**config.mk**
```make
export PLATFORM = sky130hd
export DESIGN_NAME = wave_capture_controller
export DESIGN_NICKNAME = d
export VERILOG_FILES = /design/src/rtl/wave_capture_controller_pkg.sv /design/src/rtl/wave_sample_formatter.sv /design/src/rtl/wave_capture_controller.sv
export SDC_FILE = /design/constraint.sdc
export NUM_CORES = 1
export LEC_CHECK = 0
export CORE_MARGIN = 5
export CORE_UTILIZATION = 45
export CTS_BUF_LIST = sky130_fd_sc_hd__clkbuf_8
export CTS_CLUSTER_DIAMETER = 200
export DETAILED_ROUTE_END_ITERATION = 10
export GPL_ROUTABILITY_DRIVEN = 0
export PLACE_DENSITY_LB_ADDON = 0.08
export RECOVER_POWER = 100
export SKIP_LAST_GASP = 1
export SLEW_MARGIN = 10
export SYNTH_ARGS = -nofsm -noshare
export SYNTH_HDL_FRONTEND = slang
export SYNTH_SLANG_ARGS = --single-unit
```
**constraint.sdc**
```tcl
create_clock -name clk -period 1.83 [get_ports clk]
set_clock_uncertainty 0.1 [all_clocks]
set_input_delay 0.2745 -clock clk [delete_from_list [all_inputs] [get_ports clk]]
set_output_delay 0.2745 -clock clk [all_outputs]
set_load 0.01 [all_outputs]
```
**src/rtl/wave_capture_controller_pkg.sv**
```systemverilog
// wave_capture_controller_pkg: shared FSM state encodings for the wave capture controller
package wave_capture_controller_pkg;
    localparam logic [1:0] S_ARMED  = 2'd0;
    localparam logic [1:0] S_ACTIVE = 2'd1;
    localparam logic [1:0] S_WAIT   = 2'd2;
endpackage

```
**src/rtl/wave_sample_formatter.sv**
```systemverilog
// wave_sample_formatter: maps a signed sample to the 8-bit display code (positive peaks at the top row)
//  sample     in   SAMPLE_WIDTH  signed two's-complement sample
//  formatted  out  8             display code
module wave_sample_formatter #(
    parameter int SAMPLE_WIDTH = 16
) (
    input  logic [SAMPLE_WIDTH-1:0] sample,
    output logic [7:0]              formatted
);
    // Offset-binary top byte, inverted so larger values land on smaller row numbers.
    assign formatted = ~{~sample[SAMPLE_WIDTH-1], sample[SAMPLE_WIDTH-2 -: 7]};
endmodule

```
**src/rtl/wave_capture_controller.sv**
```systemverilog
// wave_capture_controller: fills the back half of a ping-pong wave RAM on a rising zero crossing
//  clk            in   1             system clock
//  reset          in   1             asynchronous active-high reset
//  sample         in   SAMPLE_WIDTH  signed audio sample
//  new_sample     in   1             sample valid strobe
//  display_idle   in   1             display not scanning; halves may be swapped
//  write_address  out  ADDR_WIDTH+1  {back half, sample index}
//  write_sample   out  8             formatted sample
//  write_enable   out  1             RAM write strobe
//  read_index     out  1             half the display reads
//  capturing      out  1             capture in progress
module wave_capture_controller
    import wave_capture_controller_pkg::*;
#(
    parameter int SAMPLE_WIDTH    = 16,
    parameter int ADDR_WIDTH      = 8,
    parameter int TRIGGER_TIMEOUT = 1024
) (
    input  logic                    clk,
    input  logic                    reset,
    input  logic [SAMPLE_WIDTH-1:0] sample,
    input  logic                    new_sample,
    input  logic                    display_idle,
    output logic [ADDR_WIDTH:0]     write_address,
    output logic [7:0]              write_sample,
    output logic                    write_enable,
    output logic                    read_index,
    output logic                    capturing
);
    localparam int TW = TRIGGER_TIMEOUT > 1 ? $clog2(TRIGGER_TIMEOUT) : 1;
    localparam logic [TW-1:0] T_LAST = TW'(TRIGGER_TIMEOUT > 0 ? TRIGGER_TIMEOUT - 1 : 0);

    logic [1:0]            state, state_nx;
    logic [ADDR_WIDTH-1:0] count;
    logic [TW-1:0]         timeout;
    logic                  prev_msb;
    logic [7:0]            formatted;
    logic                  crossing, forced, trigger, accept, swap;

    wave_sample_formatter #(.SAMPLE_WIDTH(SAMPLE_WIDTH)) u_fmt (
        .sample    (sample),
        .formatted (formatted)
    );

    assign crossing = prev_msb & ~sample[SAMPLE_WIDTH-1];
    assign forced   = (TRIGGER_TIMEOUT != 0) && (timeout == T_LAST);
    assign trigger  = new_sample && state == S_ARMED && (crossing || forced);
    assign accept   = trigger || (new_sample && state == S_ACTIVE);
    assign swap     = state == S_WAIT && display_idle;

    // count is always 0 in ARMED, so the trigger write lands at index 0 with the same path.
    always_comb begin
        state_nx = trigger ? S_ACTIVE :
                   (state == S_ACTIVE && accept && &count) ? S_WAIT :
                   swap ? S_ARMED : state;
    end

    always_ff @(posedge clk or posedge reset) begin
        if (reset) begin
            state         <= S_ARMED;
            read_index    <= 1'b0;
            count         <= '0;
            prev_msb      <= 1'b0;
            timeout       <= '0;
            write_enable  <= 1'b0;
            write_address <= '0;
            write_sample  <= '0;
            capturing     <= 1'b0;
        end else begin
            state        <= state_nx;
            write_enable <= accept;
            capturing    <= state_nx == S_ACTIVE;
            if (new_sample)
                prev_msb <= sample[SAMPLE_WIDTH-1];
            if (accept) begin
                count         <= count + 1'b1;
                write_address <= {~read_index, count};
                write_sample  <= formatted;
            end
            if (swap)
                read_index <= ~read_index;
            if (trigger || swap)
                timeout <= '0;
            else if (state == S_ARMED && new_sample && !(&timeout))
                timeout <= timeout + 1'b1;
        end
    end
endmodule

```
==> results.toml <==
[outcome]
status = "finished, violations left"
violations = "setup timing"

[setup_path]
worstPathArrival_ns = 1.92
crit_chain = "ha_2, and2_4, a311oi_4, nor2_2, buf_12, mux2_4"
path_max_fanout = 10
crit_type = "flop to flop"
crit_buf_inv = 1
crit_required_ns = 1.91
slowest_delay_ns = 0.39
critPathTopFamily = "flip-flops"
start_kind = "flop"
cp-startpoint = "timeout[1]"
worst_path_max_delay_cell = "dfrtp_1"
r2r_start = "timeout[1]"
endpoint_kind = "flop"

[cts]
cts-root-buf = "clkbuf_8"
worst_skew_pair.late_latency_ns = 0.30
clk_pin_slew_worst_paths_ns = 0.08
htreeDepth = 2
cts_num_sinks = 41
cts_made_buffers = 5
clockBufferDepth = 2
cts_tree = "built"

[hold_path]
min_path_type = "flop to flop"
min_from = "count[4]"

[logic_synthesis]
synthArstFlopShare_pct = 100
seq_area_frac_synth_pct = 53.9
synth_edf_count = 0
synth_top_area_share_pct = 53.9
synthesis.area_um2 = 1900
synth_flop_cell = "dfrtp_1"
netlist_instances = 159
syn_avg_cell_area_um2 = 12.0
synth.largest_area_cell = "dfrtp_1"
synth_cell_types = 42
ys_seq_elements = 41
syn-num-nets = 181
yosys_warnings = 0
synth_area_leaders = "dfrtp_1 (54%), mux2_4 (6.3%), xor2_1 (4.1%)"

[global_route]
grt_pass1_wl_mm = 6.90
grt_pass1_vias = 1455
antenna_found_initial = 0
grt_use_total_pct = 16.3
grt-ovfl-total = 0
grt_max_degree = 42

[floorplanning]
die_x_um = 75.0
core_area_um2 = 4060
die_h_um = 75.0
rows = 23
io_pins = 40
initial_core_util_pct = 46.9
dieArea_um2 = 5630

[timing]
relSlewSlack_pct = 34.8
slew_violations = 0
layout_setup_ws_ns = -0.0136
max_freq_mhz = 542
worstMarginPinSlew_ns = 0.978
grt_setup_unrepaired = "true"
finalCriticalPeriod_ns = 1.84
hold-worst-slack_ns = 0.394
hold_violations = 0
fin_crit_sh_pct = 101
finalSetupTns_ns = -0.0213
setup_viol = 4

[pwr]
ir_drop_uv = 662
leakage_nw = 1.16
p_per_area_nw_per_um2 = 1340

[cells_and_area]
fill_cells = 304
antenna_cells = 0
regArea_um2 = 1030
nets = 243
drive_gt1_share_pct = 26.6
area_growth_pct = 37.5
multiInputGateArea_um2 = 873

[route]
vias = 1450
dr.pass1.iters = 4
drt_iter0_markers = 86
final_antenna_net_count = 0
drt_wl_total_mm = 4.09
drc_errors = 0
vias_per_cell = 5.33
wire_per_inst_um = 15.0

[flow_run]
cap_viol_max_count = 0

[placed_design]
io_buffers = 31
hpwl_mm = 2.93
-- cells in the final DEF (no fill, tap or decap), types with 7 or more instances in the layout --
| master | count |
|---|---|
| dfrtp_1 | 41 |
| mux2_4 | 8 |
| nand2_1 | 7 |
| buf_4 | 26 |
| xor2_1 | 9 |
| o31ai_1 | 8 |
| clkdlybuf4s50_1 | 28 |
| nand3_1 | 8 |
| nor2_1 | 9 |
| o21ai_0 | 12 |
-- synth_stat cells, types with 3 or more instances --
cell type,count
o31ai_1,9
nand3_1,8
a31oi_1,3
dfrtp_1,41
xor2_1,9
o21ai_0,12
mux2_4,8
nor2_1,9
nor3_1,6
mux2_2,3
nand2_1,7
-- state kept, by name (all words and copies together), names as in the netlist --
register       cells
timeout           10
capturing          1
state              2
read_index         1
write_enable       1
count              8
write_sample       8
write_address      9
prev_msb           1
-- power breakdown --
group	switching [mW]	internal (mW)	leakage [nW]
registers	0.221	1.19	0.519
logic	0.558	0.795	0.582
clock network	0.308	0.439	0.0626
total	1.09	2.43	1.16
-- stage by stage --
step	cells	power [mW]	setup WS, ns	util [%]	instance area, um2
detailed placement	261	2.76	-0.221	60.9	2470
finish	272	3.52	-0.0136	64.5	2620
global placement	261	2.71	-0.173	60.9	2470
CTS	271	3.55	-0.00784	64.2	2600
global route	272	3.74	-0.0435	64.5	2620
floorplan	159	2.09	-0.0362	-	1910
-- worst paths after layout --
check | end | slack, ns | cells after the start
setup / recovery | write_address[2] | -0.01 | 6
hold / removal | count[4] | 0.39 | 1
setup reg to reg | write_address[2] | -0.01 | 6
hold reg to reg | count[4] | 0.39 | 1
max in group asynchronous | read_index | 0.40 | 3
min in group asynchronous | count[1] | 0.62 | 3
-- layer usage --
metal	vias to the layer above	global-route usage, %	routed length, um
li1	711	-	-
met1	699	21.3	1840
met2	33	26.1	2000
met3	7	4.54	190
met4	0	5.34	61
met5	-	0	0
-- layout make-up --
cell class	count	area share [%]
clock buffers	6	3.16
clock inverters	2	1.29
inverters	1	0.143
multi-input cells	112	33.4
flip-flops and latches	41	39.2
well taps	50	2.39
repair buffers	60	20.4
-- kinds of logic (layout without fill, tap and decap cells) --
kind of cell,Yosys count,after routing,share of synthesized area [%]
XOR/XNOR,11,11,5.06
buffers and inverters,6,69,1.71
flip-flops,41,41,53.9
multiplexers,13,13,9.14
AO/OA/AOI/OAI,33,33,12.2
AND/OR/NAND/NOR,53,53,16.7
adder cells (fa/ha/maj),2,2,1.31
-- timing repair --
| action | CTS | global route |
|---|---|---|
| setup endpoints to repair | 8 | 14 |
| hold buffers | 0 | 0 |
| pin swaps | 2 | 0 |
| gates resized for setup | 0 | 4 |
| buffers inserted | 2 | 1 |
(Power assumes the default switching activity.)
